<file path="src/rtl/dbram_frame_loader.sv">
// Ping-pong frame loader in front of a two-bank dual-port frame memory: port A fills one bank
// while port B drains the other. Optional word parity is enabled by DBRAM_FRAME_LOADER_PARITY_EN.
module dbram_frame_loader #(
    parameter int AWIDTH    = 11,
    parameter int DWIDTH    = 40,
    parameter int FRAME_LEN = 1024
) (
    input  logic              clk,
    input  logic              reset,
    input  logic              in_valid,
    output logic              in_ready,
    input  logic [DWIDTH-1:0] in_data,
    output logic              out_valid,
    input  logic              out_ready,
    output logic [DWIDTH-1:0] out_data,
    output logic              out_last,
    output logic [AWIDTH-1:0] mem_address_a,
    output logic              mem_wren_a,
    output logic [DWIDTH-1:0] mem_data_a,
    output logic [AWIDTH-1:0] mem_address_b,
    output logic              mem_wren_b,
    input  logic [DWIDTH-1:0] mem_out_b,
    output logic [1:0]        bank_full,
    output logic [15:0]       frames_done
);

    localparam int IW = AWIDTH - 1;
    localparam logic [IW-1:0] LAST_IDX = IW'(FRAME_LEN - 1);

    typedef enum logic [1:0] {IDLE, READ, DRAIN} rd_state_t;

    rd_state_t         state, state_nxt;
    logic              wr_bank, rd_bank;
    logic [IW-1:0]     wr_idx, rd_idx;
    logic              wr_fire, wr_last;
    logic              issue, issue_last;
    logic              inflight, inflight_last;
    logic [2:0]        used;
    logic [1:0]        set_mask, clr_mask;
    logic [DWIDTH-1:0] skid_data [2];
    logic [1:0]        skid_last;
    logic              skid_wr_ptr, skid_rd_ptr;
    logic [1:0]        skid_count;
    logic              push, pop;
    logic [15:0]       frame_cnt;

    // ---------------- write side (combinational onto port A) ----------------
    assign in_ready      = !reset && !bank_full[wr_bank];
    assign wr_fire       = in_valid && in_ready;
    assign wr_last       = wr_fire && (wr_idx == LAST_IDX);
    assign mem_wren_a    = wr_fire;
    assign mem_address_a = {wr_bank, wr_idx};

    always_ff @(posedge clk) begin
        if (reset) begin
            wr_bank <= 1'b0;
            wr_idx  <= '0;
        end else if (wr_fire) begin
            if (wr_last) begin
                wr_bank <= ~wr_bank;
                wr_idx  <= '0;
            end else begin
                wr_idx <= wr_idx + IW'(1);
            end
        end
    end

    // Writer and reader always touch different banks, so set and clear never collide.
    assign set_mask = wr_last    ? (wr_bank ? 2'b10 : 2'b01) : 2'b00;
    assign clr_mask = issue_last ? (rd_bank ? 2'b10 : 2'b01) : 2'b00;

    always_ff @(posedge clk) begin
        if (reset) bank_full <= 2'b00;
        else       bank_full <= (bank_full | set_mask) & ~clr_mask;
    end

    // ---------------- read side ----------------
    // Credit counts the word leaving the skid this cycle, which sustains one read per cycle.
    assign pop  = out_valid && out_ready;
    assign used = {1'b0, skid_count} + {2'b00, inflight} - {2'b00, pop};

    always_comb begin
        // NOTE: every combinational output gets a default first so no path leaves it unassigned (no latch).
        state_nxt = state;
        issue     = 1'b0;
        case (state)
            IDLE:    if (bank_full[rd_bank]) state_nxt = READ;
            READ: begin
                issue = (used < 3'd2);
                if (issue && (rd_idx == LAST_IDX)) state_nxt = DRAIN;
            end
            DRAIN:   state_nxt = IDLE;  // the single in-flight word is captured during this cycle
            default: state_nxt = IDLE;
        endcase
    end

    assign issue_last    = issue && (rd_idx == LAST_IDX);
    assign mem_address_b = {rd_bank, rd_idx};
    assign mem_wren_b    = 1'b0;

    always_ff @(posedge clk) begin
        // NOTE: sequential state uses non-blocking assignments so every register samples pre-edge values.
        if (reset) begin
            state         <= IDLE;
            rd_bank       <= 1'b0;
            rd_idx        <= '0;
            inflight      <= 1'b0;
            inflight_last <= 1'b0;
        end else begin
            state         <= state_nxt;
            inflight      <= issue;
            inflight_last <= issue_last;
            if (issue) begin
                if (issue_last) begin
                    rd_bank <= ~rd_bank;
                    rd_idx  <= '0;
                end else begin
                    rd_idx <= rd_idx + IW'(1);
                end
            end
        end
    end

    // ---------------- two-entry skid buffer ----------------
    assign push = inflight;

    always_ff @(posedge clk) begin
        if (reset) begin
            // NOTE: this two-word store is reset (unlike the frame memory) so out_data reads 0 out of reset.
            skid_data[0] <= '0;
            skid_data[1] <= '0;
            skid_last    <= 2'b00;
            skid_wr_ptr  <= 1'b0;
            skid_rd_ptr  <= 1'b0;
            skid_count   <= 2'd0;
        end else begin
            if (push) begin
                skid_data[skid_wr_ptr] <= mem_out_b;
                skid_last[skid_wr_ptr] <= inflight_last;
                skid_wr_ptr            <= ~skid_wr_ptr;
            end
            if (pop) skid_rd_ptr <= ~skid_rd_ptr;
            skid_count <= skid_count + {1'b0, push} - {1'b0, pop};
        end
    end

    assign out_valid = (skid_count != 2'd0);
    assign out_data  = skid_data[skid_rd_ptr];
    assign out_last  = out_valid && skid_last[skid_rd_ptr];

    always_ff @(posedge clk) begin
        if (reset)                frame_cnt <= 16'd0;
        else if (pop && out_last) frame_cnt <= frame_cnt + 16'd1;
    end

`ifdef DBRAM_FRAME_LOADER_PARITY_EN
    logic par_err;
    logic unused_in_msb;

    // Top data bit is replaced by even parity over the payload bits.
    assign unused_in_msb = in_data[DWIDTH-1];
    assign mem_data_a    = {^in_data[DWIDTH-2:0], in_data[DWIDTH-2:0]};

    always_ff @(posedge clk) begin
        if (reset)                   par_err <= 1'b0;
        else if (push && ^mem_out_b) par_err <= 1'b1;
    end

    assign frames_done = {frame_cnt[15] | par_err, frame_cnt[14:0]};
`else
    assign mem_data_a  = in_data;
    assign frames_done = frame_cnt;
`endif

endmodule

</file>
<file path="config.mk">
export PLATFORM = sky130hd
export DESIGN_NAME = dbram_frame_loader
export DESIGN_NICKNAME = d
export VERILOG_FILES = /design/src/rtl/dbram_frame_loader.sv
export SDC_FILE = /design/constraint.sdc
export NUM_CORES = 1
export LEC_CHECK = 0
export BUFFER_PORTS_ARGS = -buffer_cell sky130_fd_sc_hd__buf_2
export CAP_MARGIN = 10
export CORE_MARGIN = 2
export CORE_UTILIZATION = 47
export CTS_CLUSTER_SIZE = 24
export DETAILED_ROUTE_END_ITERATION = 16
export PLACE_DENSITY_LB_ADDON = 0.25
export SKIP_LAST_GASP = 1
export SYNTH_ARGS = -nofsm -noshare
export SYNTH_HDL_FRONTEND = slang
export SYNTH_SLANG_ARGS = --single-unit
</file>
<file path="constraint.sdc">
create_clock -name clk -period 4 [get_ports clk]
set_clock_uncertainty 0.05 [all_clocks]
set_input_delay 0.4 -clock clk [delete_from_list [all_inputs] [get_ports clk]]
set_output_delay 0.4 -clock clk [all_outputs]
set_load 0.01 [all_outputs]
</file>
Yosys cells after proc, flatten, opt, wreduce, memory -nomap -nowiden --
Memories as Yosys holds them, arrays and structs flattened. A register that Yosys moved wholly into a read port is not among the register bits. Index checks and enable logic that the tools add are counted.
Storage, ports and cells: bits in writable memories 80, bits in read-only memories 0, input bits 84, logic and storage cells 85, flip-flop bits (word level) 50, bits in latches 0, memories 1
Memory list:
- skid_data | words 2, width 40, read ports 1, clocked after memory_dff 1, wr ports 2, line 40 | logic [DWIDTH-1:0] skid_data [2];
Operators by class: magnitude comparators 6, divide/modulo/power cells 0, multiply operators 0, bitwise operators 7, shift operators 0, add/sub/neg operators 7, equal/unequal tests 5, reductions and logical operators 17, muxes and demuxes 29
Operator list (count):
- 40-bit 2-to-1 mux | 1
- 40-bit OR reduction | 1
- 10-bit by 1-bit adder with 10-bit output, second input constant | 2
- 10-bit == test, second input constant | 2
- 10-bit 2-to-1 mux | 2
- 1-bit 2-to-1 mux | 17
- 16-bit by 1-bit adder with 16-bit output, second input constant | 1
- 2-bit 2-to-1 mux | 6
- 1-bit logical AND | 9
- 1-bit by 2-bit < comparator with 1-bit output, second input constant | 4
- 2-bit AND reduction | 3
- 2-bit != test, second input constant | 2
- 1-bit inverter | 4
- 2-bit one-hot mux with 2 select lines | 1
- 2-bit by 1-bit adder with 3-bit output | 1
- 3-bit by 2-bit < comparator with 1-bit output, second input constant | 1
- 3-bit by 1-bit subtractor with 3-bit output | 1
- 2-bit by 1-bit adder with 2-bit output | 1
- 2-bit bitwise AND | 1
- 2-bit bitwise mux | 1
- 2-bit by 1-bit == test with 1-bit output, second input constant | 1
- 1-bit logical NOT | 2
- 2-bit logical NOT | 1
- 2-bit inverter | 1
- other kinds (5) | 5

Logic depth before layout (Yosys ltp) --
Gate-level depths: netlist of run 1.
depth after elaboration 9, mapped depth 12, mapped depth without buffers 11

Worst setup path before layout of run 1 --
Ideal clock, no wire load.
path type register to register, from register skid_count[1], to register rd_idx[8], setup slack 1.035 ns, arrival time 2.794 ns, data required time 3.829 ns, buffers on the path 1, clock period less this slack 2.965 ns, stages on the path, launching flop included 13, library setup time 0.121 ns, cells stage by stage dfxtp_1 > o21ai_0 > clkbuf_1 > inv_1 > ha_1 > inv_1 > ha_1 > inv_1 > fa_1 > xor2_1 > nor2_1 > nand4_1 > mux2_2
On the way: longest elaborated chain between the ends 7
RTL lines:
- start, declared | line 43 | logic [1:0] skid_count;
- start signal, assigned | line 143 | skid_count <= skid_count + {1'b0, push} - {1'b0, pop};
- 2-bit nonzero test * | line 147 | assign out_valid = (skid_count != 2'd0);
- 1-bit logical AND * | line 79 | assign pop = out_valid && out_ready;
- named net pop | line 44 | logic push, pop;
- 3-bit by 1-bit subtractor with 3-bit output * | line 80 | assign used = {1'b0, skid_count} + {2'b00, inflight} - {2'b00, pop};
- 3-bit by 2-bit < comparator with 1-bit output * | line 89 | issue = (used < 3'd2);
- 1-bit 2-to-1 mux * | line 86 | case (state)
- 1-bit logical AND | line 97 | assign issue_last = issue && (rd_idx == LAST_IDX);
- 10-bit 2-to-1 mux | line 114 | if (issue_last) begin
- end signal, assigned | line 118 | rd_idx <= rd_idx + IW'(1);
- end, declared | line 34 | logic [IW-1:0] wr_idx, rd_idx;
The timed path passes the listed nets; every way through them passes the cells marked *. A chain may end at the register's enable or synchronous reset.

Worst setup path after layout of run 1 --
Ends and elaborated chain as after synthesis.

==> flow_metrics.tcl, run 1 <==
set metrics [dict create \
    start_util_pct 48.0 \
    drc_errors 0 \
    chipHeight_microns 118 \
    required_ns 4.25 \
    grt_start_max_net_pins 42 \
    routed_via_density 5.20 \
    crit_arrival_ns 3.36 \
    syn_area_sq_um 6060 \
    use_met3_pct 5.18 \
    cts_htree_levels 4 \
    finalSetupViolCount 0 \
    clockBufferDepth 2 \
    worstSetupPathType "reg -> reg" \
    grt_first_pass_wirelength_microns 20500 \
    place_congestion 0.813 \
    wl_microns 12600 \
    fillCellCount 1101 \
    finalHoldViolCount 0 \
    vias 4180 \
    first_iter_violations 243 \
    synthesis.nets 620 \
    cp_num_buf_inv 4 \
    wl_per_cell_microns 15.7 \
    dpl.hpwl_microns 8140 \
    drive_gt1_share_pct 33.9 \
    cts_resized 0 \
    die_width_microns 118 \
    rows 41 \
    die_area_sq_um 13800 \
    clockRootBuffer "clkbuf_16" \
    slew_viol_final 0 \
    ys_warn_count 0 \
    first_pass_iters 4 \
    gr-total-overflow 0 \
    hp-class "in -> reg" \
    insertion_delay_ns 0.41 \
    cts_hold_buf 0 \
    ios 209 \
    worst_pin_slew_ns 1.03 \
    crit_path_top_delay_cell "xor2_1" \
    final_common_cell "buf_2" \
    fin_area_sq_um 7220 \
    ys_seq_elements 131 \
    min_period_ns 3.11 \
    peakVddDrop_v 0.000267 \
    rsz0062_at_grt "no" \
    ys_seq_area_share_pct 56.5 \
    busiest_layer "met2" \
    setup.worst_path.start_class "flip-flop" \
    postPlaceCellArea_sq_um 6560 \
    use_met1_pct 22.3 \
    synth.distinct_cells 46 \
    ant_nets 0 \
    cp-end-kind "flip-flop" \
    syn_avg_cell_area_sq_um 11.4 \
    critPathTopFamily "adder cells" \
    fp.coreArea_sq_um 12600 \
    cpPeakStageDelay_ns 0.58 \
    io_buffers 127 \
    gr-usage-met2_pct 31.0 \
    layout.nets 709 \
    clk_pin_slew_ns 0.06 \
    area_growth_pct 19.2 \
    status "complete, no violations" \
    relSlewSlack_pct 31.3 \
    path_cells "o21ai_0, buf_4, inv_1, ha_1, inv_1, ha_1, inv_1, fa_1, xor2_1, nor2_1, nand4_1, mux2_2" \
    tns_ns 0 \
    cp_max_fo 11 \
    grt_usage_pct 18.8 \
    cap_viol_max_count 0 \
    numClockSinks 131 \
    cts_tree "yes" \
    critPathMostFrequentCell "inv_1" \
    grt_pass1_vias 4205 \
    netlist_instances 530 \
    post_cts_buffers 0 \
    antenna_found_initial 0 \
    leakagePower_nw 2.92 \
    powerDensity_nw_per_um2 498 \
    n_antenna_cell 0 \
    fmax_mhz 322 \
    fin_crit_sh_pct 77.6 \
    layout_common_cells "127 x buf_2, 80 x and2_1, 80 x edfxtp_1, 50 x dfxtp_1, 42 x mux2_2" \
    cts_made_buffers 17 \
]
[per-layer routing]
layer  vias to the layer above  share of wire, %
met4                         0               3.1
met3                        48               5.7
met1                      1992                43
li1                       1997                 -
met5                         -                 0
met2                       143                49
[where the power goes]
group	leakage [nW]	internal [mW]	switching, mW	total [mW]
logic	1.38	0.166	0.170	0.337
clock network	0.306	1.16	0.571	1.74
registers	1.24	1.47	0.0580	1.53
total	2.92	2.80	0.799	3.60
[worst reg2reg max path: stages (launching register included)]
cell     delay (ns)
dfxtp_1        0.35
o21ai_0        0.16
buf_4          0.19
inv_1          0.05
ha_1           0.26
inv_1          0.05
ha_1           0.13
inv_1          0.04
fa_1           0.37
xor2_1         0.58
nor2_1         0.26
nand4_1        0.16
mux2_2         0.33
[state kept, by name, indices dropped and copies added, names as in the netlist, named ones only]
name,flops
skid_data,80
inflight,1
rd_idx,10
skid_last,2
skid_wr_ptr,1
wr_bank,1
wr_idx,10
bank_full,2
skid_rd_ptr,1
state,2
inflight_last,1
frames_done,16
rd_bank,1
skid_count,2
[per-stage QoR]
step	hold slack (ns)	worst slack [ns]	total power, mW	cells	util [%]
4_1_cts	0.202	0.879	3.63	804	57.2
3_5_place_dp	0.390	0.838	1.90	772	52.0
6_report	0.220	0.894	3.60	804	57.2
3_3_place_gp	0.400	0.879	1.89	772	52.0
5_1_grt	0.209	0.652	3.73	804	57.2
2_1_floorplan	0.355	1.03	1.80	530	-
[path summary, 6_finish.rpt]
check,startpoint,endpoint,slack (ns),cells past startpoint
setup / recovery,skid_count[1],rd_idx[8],0.89,12
hold / removal,mem_out_b[17],skid_data[1][17],0.22,2
setup reg to reg,skid_count[1],rd_idx[8],0.89,12
hold reg to reg,state[1],state[0],0.41,1
[synthesized netlist by cell type, drive strengths merged]
cell	count	share of area, %
edfxtp	80	40
nor4b	2	0.29
nand4	4	0.41
conb	1	0.062
xor2	4	0.58
o311ai	2	0.29
a31o	1	0.14
clkbuf	14	0.87
o41ai	2	0.29
or2	4	0.41
nor3b	1	0.12
a21o	1	0.12
o221a	1	0.19
o31ai	1	0.12
or3b	1	0.14
a211oi	2	0.25
o21a	1	0.12
nand4b	2	0.29
o211ai	2	0.25
nand3	18	1.5
nand3b	2	0.25
or3	7	0.72
nor2	34	2.1
buf	48	5.6
dfxtp	51	17
and4	4	0.58
nor2b	3	0.31
a21oi	14	1.2
nor4	7	0.72
a31oi	1	0.10
or4	6	0.74
o21ai	12	0.99
and3	2	0.21
and2	80	8.3
nand2b	1	0.10
ha	5	1.0
mux2	42	7.8
xnor2	17	2.5
nor3	9	0.74
a32o	1	0.17
nand2	23	1.4
inv	14	0.87
fa	1	0.33
mux2i	2	0.33
[cell type report]
type	instances	area, sq um	area share [%]
repair buffers	132	673	9.32
flip-flops and latches	131	3420	47.4
multi-input cells	323	2190	30.4
clock buffers	18	429	5.94
inverters	14	52.6	0.728
clock inverters	14	235	3.26
well taps	172	215	2.98
[kinds of logic (layout without fill, tap and decap cells)]
logic type      count (synthesis)  count (layout)  synth area share (%)
compound gates                 41              41                  4.19
buf+inv                        76             178                  7.37
mux                            44              44                  8.14
xor+xnor                       21              21                  3.04
other cells                     1               1                0.0619
simple gates                  210             210                  19.3
flops                         131             131                  56.5
fa+ha+maj                       6               6                  1.36
Note: power is estimated with default switching activity, not from simulation.
==> run 2: changes to the inputs <==
--- a/config.mk
+++ b/config.mk
@@ -8,7 +8,7 @@
 export BUFFER_PORTS_ARGS = -buffer_cell sky130_fd_sc_hd__buf_2
 export CAP_MARGIN = 10
 export CORE_MARGIN = 2
-export CORE_UTILIZATION = 47
+export CORE_UTILIZATION = 45
 export CTS_CLUSTER_SIZE = 24
 export DETAILED_ROUTE_END_ITERATION = 16
 export PLACE_DENSITY_LB_ADDON = 0.25
==> constraint.sdc (replaced) <==
create_clock -name clk -period 2.7 [get_ports clk]
set_clock_uncertainty 0.05 [all_clocks]
set_input_delay 0.27 -clock clk [delete_from_list [all_inputs] [get_ports clk]]
set_output_delay 0.27 -clock clk [all_outputs]
set_load 0.01 [all_outputs]
==> run 2 against run 1 <==
Compared with the run above:
- power rose by 38%
- wire length rose by 3.2%
- hold slack got worse by 0.13 ns
- count of clock-buffer cells in the layout rose by 10
- global-route usage fell by 0.85 points
- final area rose by 0.92%
- maximum frequency rose by 18%
- utilization fell by 2.0 points
- non-clock buffer count rose by 14
- clock power rose by 21%
- sequential share of layout area fell by 0.41 points
- register-to-register slack got worse by 0.83 ns
- critical endpoint is now rd_idx[9]
==> flow_metrics.tcl, run 2 (synthesis results as in run 1) <==
set metrics [dict create \
    final_common_cell "buf_2" \
    fmax_mhz 379 \
    clockBufferDepth 2 \
    layout_common_cells "127 x buf_2, 80 x and2_1, 80 x edfxtp_1, 49 x dfxtp_1, 42 x mux2_2" \
    setup.worst_path.start_class "flip-flop" \
    top_register "skid_data" \
    ant_nets 0 \
    dpl.hpwl_microns 8590 \
    dp_cells 785 \
    chipHeight_microns 120 \
    n_antenna_cell 0 \
    fin_crit_sh_pct 97.8 \
    worstSetupPathType "reg -> reg" \
    cts_htree_levels 4 \
    crit_arrival_ns 2.87 \
    numClockSinks 131 \
    grt_first_pass_wirelength_microns 20000 \
    wl_microns 13000 \
    drc_errors 0 \
    io_buffers 127 \
    clockRootBuffer "clkbuf_16" \
    drive_gt1_share_pct 36.4 \
    ios 209 \
    powerDensity_nw_per_um2 680 \
    setup_slack_ns 0.0597 \
    cts_hold_buf 0 \
    grt_start_max_net_pins 42 \
    power.total_mw 4.95 \
    leakagePower_nw 2.96 \
    cp_max_fo 5 \
    clk_pin_slew_ns 0.06 \
    die_width_microns 120 \
    insertion_delay_ns 0.41 \
    status "complete, no violations" \
    cap_viol_max_count 0 \
    die_area_sq_um 14400 \
    antenna_found_initial 0 \
    required_ns 2.93 \
    largest_register_ffs 80 \
    min_period_ns 2.64 \
    fp.coreArea_sq_um 13200 \
    place_congestion 0.782 \
    routed_via_density 5.16 \
    wl_per_cell_microns 15.8 \
    dp_slack_ns -0.0464 \
    peakVddDrop_v 0.000401 \
    cts_made_buffers 17 \
    slew_viol_final 0 \
    cts_tree "yes" \
    vias 4244 \
    tns_ns 0 \
    finalHoldViolCount 0 \
    first_pass_iters 4 \
    grt_pass1_vias 4144 \
    rsz0062_at_grt "yes" \
    hp-class "in -> reg" \
    relSlewSlack_pct 61.3 \
    cp-end-kind "flip-flop" \
    rows 42 \
    final_cells 822 \
    first_iter_violations 182 \
    finalSetupViolCount 0 \
    start_util_pct 45.9 \
    layout.nets 723 \
    gr-total-overflow 0 \
    grt_usage_pct 17.9 \
    area_growth_pct 20.3 \
    worst_pin_slew_ns 0.580 \
]
## run 2: changes by cell type in the layout (fill, tap and decap cells not counted), sizes merged
cell / before / now
clkinvlp: 5 / 1
bufinv: 6 / 0
buf: 132 / 146
clkbuf: 18 / 28
## run 2: metal layers
metal / wire, microns / track usage [%] / vias up
li1: - / - / 2024
met1: 5440 / 20.5 / 2029
met2: 6520 / 30.4 / 153
met3: 764 / 5.42 / 38
met4: 280 / 8.75 / 0
met5: 0 / 0 / -
## run 2: final timing paths
path	from	slack (ns)	to	depth (start not counted)
max	skid_count[0]	0.06	rd_idx[9]	12
max reg2reg	skid_count[0]	0.06	rd_idx[9]	12
min reg2reg	state[1]	0.41	state[0]	1
min	mem_out_b[18]	0.09	skid_data[1][18]	2
## run 2: cell type report
cell class	instances	area [sq um]
Fill cell	1177	5900
Tap cell	176	220
Clock buffer	28	527
Sequential cell	131	3430
Multi-Input combinational cell	323	2260
Timing Repair Buffer	146	778
Clock inverter	4	22.5
Inverter	14	52.6
## run 2: timing repair
| item | in CTS | in global routing |
|---|---|---|
| setup endpoints to repair | 9 | 13 |
| pin swaps | 0 | 6 |
| resized for setup | 1 | 11 |
| setup buffers | 0 | 5 |
## run 2: power breakdown
part / leakage (nW) / switching, mW / internal (mW)
Combinational: 1.46 / 0.328 / 0.287
Sequential: 1.24 / 0.0498 / 2.18
Clock: 0.270 / 0.795 / 1.32
## run 2: worst max-delay path: stages (launching register included)
cell and delay [ns]:
dfxtp_2 0.33, o21ai_2 0.16, inv_1 0.06, ha_1 0.26, inv_1 0.05, ha_1 0.13, inv_1 0.05, fa_2 0.56
nand3b_1 0.21, buf_4 0.22, nor3_4 0.17, nand3_1 0.11, o311ai_0 0.14
## run 2: per-stage QoR
step	instance area, sq um	hold slack [ns]	util, %
floorplan	6080	0.355	-
finish	7290	0.0924	55.3
global placement	6650	0.395	50.4
CTS	7200	0.0730	54.6
global route	7290	0.0789	55.3
detailed placement	6650	0.380	50.4
